File: src/rtl/sram_bus_responder.sv
// Bus slave that turns CPU bus requests into timed accesses on a 32-bit async SRAM.
// Latency: reads 2*WAIT_CYCLES+1 cycles (WAIT_CYCLES+1 single-word), writes WAIT_CYCLES+1.
// Backpressure: bus_stall stays high while a request is pending until the DONE cycle.
module sram_bus_responder #(
  parameter int ADDR_WIDTH  = 20,
  parameter int WAIT_CYCLES = 2,
  parameter int DUAL_READ   = 1
) (
  input  logic                  clk,
  input  logic                  rst,
  input  logic [31:0]           bus_address,
  input  logic                  bus_read,
  input  logic                  bus_write,
  input  logic [3:0]            bus_mask,
  input  logic [31:0]           bus_data_wr,
  output logic [31:0]           bus_data_rd,
  output logic [31:0]           bus_data_rd_2,
  output logic                  bus_stall,
  output logic [ADDR_WIDTH-1:0] sram_addr,
  output logic [31:0]           sram_data_out,
  output logic                  sram_data_oe,
  input  logic [31:0]           sram_data_in,
  output logic                  sram_oe_n,
  output logic                  sram_we_n,
  output logic [3:0]            sram_be_n
);

  typedef enum logic [2:0] {S_IDLE, S_RD1, S_RD2, S_WR, S_DONE} state_t;

  state_t                r_state;
  state_t                w_state_nxt;
  logic [3:0]            r_wait_cnt;
  logic                  w_last;
  logic [ADDR_WIDTH-1:0] w_wa;
  logic                  w_unused_addr;

  logic [ADDR_WIDTH-1:0] r_sram_addr;
  logic [31:0]           r_sram_data_out;
  logic                  r_sram_data_oe;
  logic                  r_sram_oe_n;
  logic                  r_sram_we_n;
  logic [3:0]            r_sram_be_n;
  logic [31:0]           r_data_rd;
  logic [31:0]           r_data_rd_2;

  // Word address; upper bits alias and the byte offset is irrelevant for word accesses.
  assign w_wa          = bus_address[ADDR_WIDTH+1:2];
  assign w_unused_addr = ^{bus_address[31:ADDR_WIDTH+2], bus_address[1:0]};
  assign w_last        = (r_wait_cnt == 4'(WAIT_CYCLES - 1));

  assign bus_stall     = (bus_read | bus_write) & (r_state != S_DONE) & ~rst;
  assign bus_data_rd   = r_data_rd;
  assign bus_data_rd_2 = r_data_rd_2;
  assign sram_addr     = r_sram_addr;
  assign sram_data_out = r_sram_data_out;
  assign sram_data_oe  = r_sram_data_oe;
  assign sram_oe_n     = r_sram_oe_n;
  assign sram_we_n     = r_sram_we_n;
  assign sram_be_n     = r_sram_be_n;

  // State register.
  always_ff @(posedge clk) begin
    if (rst) r_state <= S_IDLE;
    else     r_state <= w_state_nxt;
  end

  // Next-state: write beats read in IDLE; DONE always returns to IDLE so a held request restarts.
  always_comb begin
    w_state_nxt = r_state;
    case (r_state)
      S_IDLE: begin
        if (bus_write)     w_state_nxt = (bus_mask != 4'h0) ? S_WR : S_DONE;
        else if (bus_read) w_state_nxt = S_RD1;
      end
      S_RD1:   if (w_last) w_state_nxt = (DUAL_READ != 0) ? S_RD2 : S_DONE;
      S_RD2:   if (w_last) w_state_nxt = S_DONE;
      S_WR:    if (w_last) w_state_nxt = S_DONE;
      S_DONE:  w_state_nxt = S_IDLE;
      default: w_state_nxt = S_IDLE;
    endcase
  end

  // Access-phase counter, restarted on every state change.
  always_ff @(posedge clk) begin
    if (rst)                                                   r_wait_cnt <= 4'd0;
    else if (w_state_nxt != r_state)                           r_wait_cnt <= 4'd0;
    else if (r_state == S_RD1 || r_state == S_RD2 || r_state == S_WR) r_wait_cnt <= r_wait_cnt + 4'd1;
    else                                                       r_wait_cnt <= 4'd0;
  end

  // SRAM pins are registered from the next state so they are glitch-free and stable
  // for the whole access window; read data is captured on the last cycle of each window.
  always_ff @(posedge clk) begin
    if (rst) begin
      r_sram_addr     <= '0;
      r_sram_data_out <= 32'h0;
      r_sram_data_oe  <= 1'b0;
      r_sram_oe_n     <= 1'b1;
      r_sram_we_n     <= 1'b1;
      r_sram_be_n     <= 4'hF;
      r_data_rd       <= 32'h0;
      r_data_rd_2     <= 32'h0;
    end else begin
      r_sram_oe_n    <= ~((w_state_nxt == S_RD1) || (w_state_nxt == S_RD2));
      r_sram_we_n    <= ~(w_state_nxt == S_WR);
      r_sram_data_oe <= (w_state_nxt == S_WR);

      if (r_state == S_IDLE && w_state_nxt == S_WR) begin
        r_sram_addr     <= w_wa;
        r_sram_data_out <= bus_data_wr;
        r_sram_be_n     <= ~bus_mask;
      end else if (r_state == S_IDLE && w_state_nxt == S_RD1) begin
        r_sram_addr <= w_wa;
        r_sram_be_n <= 4'h0;
      end else if (r_state == S_RD1 && w_state_nxt == S_RD2) begin
        r_sram_addr <= r_sram_addr + ADDR_WIDTH'(1);
      end else if (w_state_nxt == S_DONE) begin
        r_sram_be_n <= 4'hF;
      end

      if (r_state == S_RD1 && w_last) begin
        r_data_rd <= sram_data_in;
        if (DUAL_READ == 0) r_data_rd_2 <= 32'h0;
      end
      if (r_state == S_RD2 && w_last) r_data_rd_2 <= sram_data_in;
    end
  end

endmodule

File: config.mk
export PLATFORM = sky130hd
export DESIGN_NAME = sram_bus_responder
export DESIGN_NICKNAME = d
export VERILOG_FILES = /design/src/rtl/sram_bus_responder.sv
export SDC_FILE = /design/constraint.sdc
export NUM_CORES = 1
export LEC_CHECK = 0
export ABC_AREA = 1
export CAP_MARGIN = 30
export CORE_ASPECT_RATIO = 1.5
export CORE_MARGIN = 2
export CORE_UTILIZATION = 40
export DETAILED_ROUTE_END_ITERATION = 8
export GPL_TIMING_DRIVEN = 0
export PLACE_DENSITY_LB_ADDON = 0.12
export SETUP_SLACK_MARGIN = 0.4
export SLEW_MARGIN = 10
export SYNTH_ARGS = -nofsm -noshare
export SYNTH_HDL_FRONTEND = slang
export SYNTH_SLANG_ARGS = --single-unit
File: constraint.sdc
create_clock -name clk -period 1.5 [get_ports clk]
set_input_delay 0.3 -clock clk [delete_from_list [all_inputs] [get_ports clk]]
set_output_delay 0.3 -clock clk [all_outputs]
set_load 0.02 [all_outputs]
==> results.yml, run 1 <==
status:
  status: "finished, violations left"
  violations: "setup timing"
synth:
  synth_xor_area_share_pct: 2.15
  synth_mux_area_share_pct: 0
  synth.net_count: 818
  avgSynthCellArea_um2: 7.44
  synth_cells: 711
  yosysWarnings: 0
  netlist_area_mm2: 0.00529
  synth_seq_cells: 130
  synth_cell_types: 31
  ys_seq_area_share_pct: 49.2
  synth_simple_gate_area_share_pct: 27.9
  synth_compound_area_share_pct: 13.4
  synth_fa_ha_area_share_pct: 0.710
  synth_top_family_by_area: "simple AND/OR/NAND/NOR gates"
cells_and_area:
  layout-drive-gt1-share_pct: 57.0
  multiInputGateArea_mm2: 0.00313
  area_growth_syn_to_layout_pct: 105
  diodes: 0
  finalInstanceArea_mm2: 0.0108
  nNetsFinal: 1142
  seqCellArea_mm2: 0.00282
  fillCellCount: 707
timing:
  slew_headroom_pct: 62.8
  setup_viol_count_final: 45
  finalMaxSlewViolations: 0
  period_needed_ns: 1.59
  skew_ns: 0.00492
  hold_viol_final: 0
  min_period_over_period_pct: 106
  tightest_slew_ns: 0.557
  max_freq_mhz: 627
  final.setup.worst_slack_ns: -0.0949
  rsz0062_at_grt: "yes"
global_routing:
  grt_use_met3_pct: 7.93
  grt_pass1_wl_mm: 31.3
  use_met2_pct: 53.6
  grt_util_met1_pct: 27.0
  busiest_layer: "met2"
  overflow: 0
  antenna_found_initial: 1
  grt_pass1_vias: 6338
  grtUsageTotal_pct: 27.9
  grt_start_max_net_pins: 17
power:
  peakVddDrop_uv: 824
  power_uw: 13100
  power.density_mw_per_mm2: 1210
  p_leak_uw: 0.00473
floorplanning:
  io_pins: 228
  fp.dieW_um: 97.9
  die_area_mm2: 0.0142
  core_mm2: 0.0130
  die_y_um: 145
  rows: 51
  start_util_pct: 40.8
worst_setup_path:
  critPathBufInv: 4
  cp_data_arrival_time_ns: 1.90
  crit_type: "reg -> reg"
  crit_path_end_kind: "flip-flop"
  worstPathCellList: "nor2_4 > nand2_4 > inv_2 > nand3_4 > buf_12 > buf_16 > buf_8 > o21ai_2 > nor2_1"
  r2r_slack_ns: -0.09
  crit_family: "buffers and inverters"
  critPathLaunchType: "flip-flop"
  cpPeakStageDelay_ns: 0.36
  critPathSlowestCell: "dfxtp_4"
  worstPathMaxFanout: 5
  cp_data_required_time_ns: 1.80
detailed_routing:
  vias: 6359
  viasPerCell: 5.27
  drt_wl_total_mm: 23.1
  antenna_left: 0
  post_drt_wl_per_cell_um: 19.2
  drc: 0
  drt_iter0_drc: 220
  drt_pre_antenna_iters: 5
cts:
  clock_latency_ns: 0.42
  cts_inserted_buffers: 17
  htreeDepth: 4
  cts.path.max_buffers: 2
  hold_buffers: 0
  cts_tree: "yes"
  clk_transition_reported_paths_ns: 0.06
  cts_root_buf: "clkbuf_16"
  clock-sinks: 130
placement:
  place_congestion: 0.840
  io_buffers: 215
  placed_area_mm2: 0.00793
  dp_hpwl_mm: 12.8
  dp_slack_ns: -0.926
job:
  maxCapViolCount: 0
hold_path:
  hp-class: "in -> reg"
-- path summary, 6_finish.rpt --
check | start | end | depth (start not counted)
max | r_state[0] | sram_data_out[16] | 9
min | bus_mask[0] | sram_be_n[0] | 2
max reg2reg | r_state[0] | sram_data_out[16] | 9
min reg2reg | sram_data_out[25] | sram_data_out[25] | 2
-- worst register-to-register path: stages, from the launching register on --
cell and delay, ns:
dfxtp_4 0.36, nor2_4 0.19, nand2_4 0.09, inv_2 0.07
nand3_4 0.11, buf_12 0.16, buf_16 0.14, buf_8 0.14
o21ai_2 0.14, nor2_1 0.08
-- Yosys cell counts (all sizes together) --
master    n  area (um^2)
nor2    236          926
dfxtp   130         2600
o21ai   109          546
nand2    97          387
inv      38          148
buf      20          140
nand3    18          110
clkbuf   17         63.8
a21oi    10         50.1
o211ai    9         91.3
xor2      8         70.1
nor3      5         35.0
xnor2     5         43.8
ha        3         37.5
nand4     3         18.8
a211oi    1         7.51
a31oi     1         6.26
o21bai    1         7.51
-- through the flow --
step	setup TNS [ns]	util [%]	hold slack [ns]	instances
after detailed placement	-76.73	61.2	0.458	1085
after global routing	-6.64	83.5	0.202	1207
after floorplan	0	-	0.364	711
final	-1.18	83.5	0.191	1207
after global placement	-73.28	61.2	0.446	1085
after CTS	-0.0329	76.6	0.257	1177
-- sequential cells by signal (all words and copies together), names as in the netlist --
signal and cells:
sram_oe_n 1, sram_data_out 32, sram_be_n 4, sram_we_n 1
sram_addr 20, bus_data_rd 32, r_wait_cnt 4, sram_data_oe 1
bus_data_rd_2 32, r_state 3
-- final cells by class --
class / instances / share of cell area [%]
sequential: 130 / 26.1
multi-input combinational: 506 / 28.9
clock inverter: 13 / 1.36
inverter: 38 / 1.73
clock buffer: 19 / 4.20
buffer: 37 / 4.30
tap: 159 / 1.84
timing repair buffer: 304 / 31.5
timing repair inverter: 1 / 0.0809
-- what timing repair did --
item / 4_1_cts / 5_1_grt
resized for setup: 567 / 617
setup buffers: 40 / 29
setup endpoints to repair: 254 / 254
endpoints found under the hold margin: 0 / 0
pin swaps: 49 / 60
cloned: 20 / 1
-- cell families (layout without fill, tap and decap cells) --
family,count (synthesis),after routing
adders and majority gates,3,3
and+or+nand+nor,359,359
AOI/OAI and AO/OA,131,131
DFF,130,130
buffers and inverters,75,412
xor gates and xnor gates,13,13
-- report_power, final --
part           internal [uW]  switching [uW]  total (uW)  leakage [uW]
Combinational           2270            2180        4450       0.00333
Sequential              3920             424        4340       0.00112
Clock                   2570            1720        4290      0.000284
Total                   8760            4320       13100       0.00473
-- per-layer routing --
layer  share of wire, %  wire length [um]
met1                 33              7740
met2                 55             12600
met3                6.4              1480
met4                5.5              1280
met5              0.056                13
-- cell usage in the layout (no fill, tap or decap), drive strengths merged --
| cell | netlist | layout |
|---|---|---|
| clkinv | 0 | 3 |
| buf | 20 | 229 |
| xnor2 | 5 | 5 |
| a31oi | 1 | 1 |
| nor3 | 5 | 5 |
| o21ai | 109 | 109 |
| dfxtp | 130 | 130 |
| clkdlybuf4s50 | 0 | 85 |
| nand4 | 3 | 3 |
| o21bai | 1 | 1 |
| inv | 38 | 43 |
| nand3 | 18 | 18 |
| o211ai | 9 | 9 |
| dlygate4sd2 | 0 | 3 |
| dlymetal6s2s | 0 | 2 |
| a21oi | 10 | 10 |
| clkinvlp | 0 | 4 |
| nor2 | 236 | 236 |
| a211oi | 1 | 1 |
| bufinv | 0 | 2 |
| bufbuf | 0 | 1 |
| clkdlybuf4s15 | 0 | 1 |
| nand2 | 97 | 97 |
| xor2 | 8 | 8 |
| clkbuf | 17 | 39 |
| ha | 3 | 3 |
Note: power is estimated with default switching activity, not from simulation.
==> inputs of run 2 (changes only) <==
--- a/config.mk
+++ b/config.mk
@@ -12,7 +12,7 @@
 export CORE_UTILIZATION = 40
 export DETAILED_ROUTE_END_ITERATION = 8
 export GPL_TIMING_DRIVEN = 0
-export PLACE_DENSITY_LB_ADDON = 0.12
+export PLACE_DENSITY = 0.76
 export SETUP_SLACK_MARGIN = 0.4
 export SLEW_MARGIN = 10
 export SYNTH_ARGS = -nofsm -noshare
==> constraint.sdc (replaced) <==
create_clock -name clk -period 1.5 [get_ports clk]
set_input_delay 0.15 -clock clk [delete_from_list [all_inputs] [get_ports clk]]
set_output_delay 0.15 -clock clk [all_outputs]
set_load 0.02 [all_outputs]
==> run 2 against run 1 <==
The flow still finishes with violations (setup timing). Wire length down 12%. Critical path type unchanged. Sequential power is 2% lower. Worst hold slack worse by 0.13 ns. Count of clock-buffer cells in the layout is 1 higher. Global-route usage down 3.2 points. Cell count decreased by 2.8%. Clock skew up 0.0089 ns. Total power decreased by 8.5%.
==> results.yml, run 2 (synthesis results as in run 1) <==
status:
  status: "finished, violations left"
  violations: "setup timing"
cells_and_area:
  layout_common_cells: "nor2_1, clkdlybuf4s50_1, dfxtp_1"
  instances_no_fill: 1173
  diodes: 0
  mostFrequentLayoutCell: "nor2_1"
  layout-drive-gt1-share_pct: 44.1
  area_growth_syn_to_layout_pct: 82.1
  nNetsFinal: 1108
worst_setup_path:
  critPathSlowestCell: "dfxtp_4"
  critPathBufInv: 2
  r2r-start: "r_state[1]"
  critPathLaunchType: "flip-flop"
  worstReg2RegEnd: "sram_be_n[1]"
  cp_data_arrival_time_ns: 1.85
  cpPeakStageDelay_ns: 0.36
  r2r_slack_ns: -0.06
  crit_type: "reg -> reg"
  worstPathCellList: "nor2_4 > nand2_4 > nor2_4 > nand2_4 > inv_8 > clkbuf_16 > nor2_4 > nand2_1 > o211ai_1"
  crit_family: "simple AND/OR/NAND/NOR gates"
  cp_data_required_time_ns: 1.79
  worstPathMaxFanout: 8
  reg2reg_depth: 9
  crit_path_end_kind: "flip-flop"
  path_common_cell: "nor2_4"
timing:
  skew_ns: 0.0138
  tightest_slew_ns: 0.592
  tns_ns: -0.167
  final.setup.worst_slack_ns: -0.0575
  min_period_over_period_pct: 104
  slew_headroom_pct: 60.5
  whs_ns: 0.0607
  max_freq_mhz: 642
  finalMaxSlewViolations: 0
  hold_viol_final: 0
  period_needed_ns: 1.56
  rsz0062_at_grt: "yes"
  setup_viol_count_final: 7
hold_path:
  hold_end: "sram_be_n[2]"
  holdPathStages: 2
  hp-class: "in -> reg"
  hp-start: "bus_mask[2]"
detailed_routing:
  viasPerCell: 5.09
  antenna_left: 0
  drt_pre_antenna_iters: 5
  drc: 0
  drt_wl_total_mm: 20.4
  vias: 5974
  post_drt_wl_per_cell_um: 17.4
  drt_iter0_drc: 231
floorplanning:
  start_util_pct: 40.8
  die_y_um: 145
  core_mm2: 0.0130
  die_area_mm2: 0.0142
  fp.dieW_um: 97.9
  rows: 51
  io_pins: 228
global_routing:
  grt_pass1_wl_mm: 27.7
  antenna_found_initial: 0
  overflow: 0
  grt_pass1_vias: 5410
  grt_start_max_net_pins: 17
  grtUsageTotal_pct: 24.7
placement:
  dp_slack_ns: -0.599
  place_inst: 1085
  place_congestion: 0.926
  io_buffers: 215
  dp_hpwl_mm: 12.3
cts:
  cts_tree: "yes"
  cts_inserted_buffers: 17
  htreeDepth: 4
  cts.path.max_buffers: 2
  cts_root_buf: "clkbuf_16"
  clock_latency_ns: 0.42
  clk_transition_reported_paths_ns: 0.07
  clock-sinks: 130
power:
  peakVddDrop_uv: 810
  power.density_mw_per_mm2: 1240
  power_uw: 12000
  p_leak_uw: 0.00434
job:
  maxCapViolCount: 0
==> run 2: cell count changes in the layout (fill, tap and decap cells not counted), moves of 5 or more <==
cell	change
buf_6	-110
nand2_1	+10
o21ai_0	+19
buf_4	+30
buf_2	+54
o21ai_1	-5
dfxtp_2	-79
nor2_2	-13
nor2_1	+10
o21ai_2	-15
dfxtp_1	+79
nand2_2	-6
==> run 2: area by class of cell <==
type	instances	area (um^2)
buffer	37	428
tap	159	199
multi-input combinational	506	3040
clock inverter	12	95.1
inverter	38	180
fill	891	3320
sequential	130	2720
clock buffer	20	468
timing repair buffer	271	2510
==> run 2: stage by stage <==
step	instance area [um^2]	utilization, %
global route	9640	74.4
CTS	8680	67.0
detailed placement	7900	61.0
finish	9640	74.4
floorplan	5550	-
global placement	7900	61.0
==> run 2: worst max path at each step <==
stage / to / slack (ns) / start / cells past startpoint
floorplan: sram_addr[10] / 0.17 / sram_addr[1] / 9
global placement: bus_stall / -0.62 / rst / 4
detailed placement: bus_stall / -0.60 / rst / 4
CTS: bus_data_rd_2[23] / 0.04 / r_state[2] / 9
global route: bus_data_rd[29] / -0.14 / rst / 6
finish: sram_be_n[1] / -0.06 / r_state[1] / 9
==> run 2: routing by layer <==
metal | share of wire (%) | GRT usage, % | vias to the layer above
li1 | - | - | 2850
met1 | 36 | 26.5 | 2805
met2 | 54 | 45.5 | 245
met3 | 5.4 | 6.00 | 74
met4 | 4.6 | 11.8 | 0
met5 | 0 | 0 | -
==> run 2: repair_timing <==
action | 4_1_cts | 5_1_grt
resized for setup | 623 | 258
setup buffers | 23 | 21
hold buffers | 0 | 0
setup endpoints to repair | 254 | 202
pin swaps | 25 | 32
gates cloned | 10 | 2
==> run 2: power by group <==
part	switching, uW	total [uW]	internal (uW)
registers	365	4240	3870
clock network	1690	3970	2280
logic	1980	3760	1780
==> inputs of run 3 (changes only) <==
--- a/config.mk
+++ b/config.mk
@@ -12,6 +12,7 @@
 export CORE_UTILIZATION = 40
 export DETAILED_ROUTE_END_ITERATION = 8
 export GPL_TIMING_DRIVEN = 0
+export HOLD_SLACK_MARGIN = 0.02
 export PLACE_DENSITY = 0.76
 export SETUP_SLACK_MARGIN = 0.4
 export SLEW_MARGIN = 10
==> constraint.sdc (replaced) <==
create_clock -name clk -period 1.5 [get_ports clk]
set_input_delay 0.225 -clock clk [delete_from_list [all_inputs] [get_ports clk]]
set_output_delay 0.225 -clock clk [all_outputs]
set_load 0.02 [all_outputs]
==> run 3 against run 2 <==
The flow still finishes with violations (setup timing). Total power rose by 1.7%. Combinational power rose by 4%. Clock skew rose by 0.0034 ns. Die area did not move. Critical path type unchanged. Largest cell class is now buffers.
==> results.yml, run 3 (synthesis results as in run 1) <==
worst_setup_path:
  crit_path_end_kind: "flip-flop"
  critPathLaunchType: "flip-flop"
  worstPathMaxFanout: 3
  path_common_cell: "nand2_1"
  worstPathCellList: "ha_4 > nand3_4 > nor2_4 > nand2_4 > nor3_4 > nand2_1 > nand2_1 > nand2_1 > a21oi_1"
  crit_path_start: "sram_addr[1]"
  cp_data_required_time_ns: 1.85
  critPathBufInv: 0
  crit_type: "reg -> reg"
  r2r-start: "sram_addr[1]"
  cpPeakStageDelay_ns: 0.38
  crit_family: "simple AND/OR/NAND/NOR gates"
  cp_data_arrival_time_ns: 2.00
  critPathSlowestCell: "dfxtp_4"
cts:
  hold_buffers: 0
  cts_inserted_buffers: 17
  cts_root_buf: "clkbuf_16"
  clock-sinks: 130
  htreeDepth: 4
  clk_transition_reported_paths_ns: 0.06
  cts_tree: "yes"
  clock_latency_ns: 0.42
  cts.path.max_buffers: 2
floorplanning:
  core_mm2: 0.0130
  die_y_um: 145
  io_pins: 228
  rows: 51
  die_area_mm2: 0.0142
  start_util_pct: 40.8
  fp.dieW_um: 97.9
detailed_routing:
  antenna_left: 0
  drc: 0
  vias: 6019
  drt_pre_antenna_iters: 5
  post_drt_wl_per_cell_um: 17.8
  viasPerCell: 5.13
  drt_iter0_drc: 239
  drt_wl_total_mm: 20.9
power:
  seqPwrFrac_pct: 35.3
  combinationalPowerShare_pct: 32.0
  internal_power_uw: 8120
  peakVddDrop_uv: 827
  pwr-share-clk_pct: 32.7
  power.density_mw_per_mm2: 1190
  p_sw_share_pct: 33.3
  power.switching_uw: 4050
  power_uw: 12200
  p_leak_uw: 0.00451
timing:
  period_needed_ns: 1.65
  max_freq_mhz: 605
  setup_viol_count_final: 7
  tightest_slew_ns: 0.673
  hold_viol_final: 0
  finalMaxSlewViolations: 0
  skew_ns: 0.0172
  rsz0062_at_grt: "yes"
  final.setup.worst_slack_ns: -0.153
  slew_headroom_pct: 55.1
  min_period_over_period_pct: 110
global_routing:
  antenna_found_initial: 0
  grt_pass1_wl_mm: 27.5
  grt_start_max_net_pins: 17
  grtUsageTotal_pct: 24.5
  grt_pass1_vias: 5424
  overflow: 0
job:
  maxCapViolCount: 0
cells_and_area:
  mostFrequentLayoutCell: "nor2_1"
  layout-drive-gt1-share_pct: 51.9
  fillCellCount: 758
  multiInputGateArea_mm2: 0.00302
  diodes: 0
  nNetsFinal: 1109
  layout_common_cells: "nor2_1, buf_6, dfxtp_2"
  finalInstanceArea_mm2: 0.0102
  area_growth_syn_to_layout_pct: 92.8
  finish.utilization_pct: 78.7
  seqCellArea_mm2: 0.00281
placement:
  dp_hpwl_mm: 12.3
  io_buffers: 215
  place_congestion: 0.926
  dp_slack_ns: -0.749
  placed_area_mm2: 0.00790
hold_path:
  hp-start: "bus_mask[3]"
  hp-class: "in -> reg"
status:
  violations: "setup timing"
  status: "finished, violations left"
[run 3: area by class of cell]
class,instances,share of cell area (%)
plain buffers,37,4.22
clock buffers,20,4.59
clock inverters,12,0.933
inverters,38,1.77
multi-input cells,506,29.7
flip-flops and latches,130,27.5
well taps,159,1.95
repair buffers,272,29.4
[run 3: power groups by stage]
stage / Sequential [uW] / Clock (uW) / Combinational [uW]
6_report: 4300 / 3980 / 3900
5_1_grt: 4330 / 4160 / 4110
4_1_cts: 4210 / 3990 / 3050
3_5_place_dp: 4220 / 0 / 2800
3_3_place_gp: 4210 / 0 / 2770
2_1_floorplan: 4610 / 0 / 1130
[run 3: path summary, 6_finish.rpt]
kind                                         end  depth (start not counted)  slack (ns)
worst max-delay path               sram_addr[16]                          9       -0.15
worst min register to register  sram_data_out[4]                          2        0.47
worst max register to register     sram_addr[16]                          9       -0.15
worst min-delay path                sram_be_n[3]                          2        0.09
[run 3: worst reg2reg max path, cell delays in order (launching register included)]
cell and delay (ns):
dfxtp_4 0.38, ha_4 0.16, nand3_4 0.10, nor2_4 0.17
nand2_4 0.09, nor3_4 0.27, nand2_1 0.13, nand2_1 0.11
nand2_1 0.06, a21oi_1 0.11
[run 3: per-stage QoR]
| stage | hold slack [ns] | setup TNS [ns] | std cells |
|---|---|---|---|
| final | 0.0861 | -0.251 | 1174 |
| after detailed placement | 0.457 | -54.30 | 1085 |
| after floorplan | 0.296 | 0 | 711 |
| after global placement | 0.448 | -55.58 | 1085 |
| after global routing | 0.0935 | -2.52 | 1174 |
| after CTS | 0.276 | 0 | 1146 |
[run 3: layer usage]
layer	vias to the layer above	routed length [um]	global-route usage [%]
li1	2857	-	-
met1	2806	7360	25.7
met2	263	11200	45.2
met3	93	1260	5.96
met4	0	1130	12.6
met5	-	0	0
[run 3: repair_timing]
item                       CTS  global route
buffers inserted            25            18
gates resized for setup    679           403
cloned                       4            10
setup endpoints to repair  254           254
pin swaps                    7            49
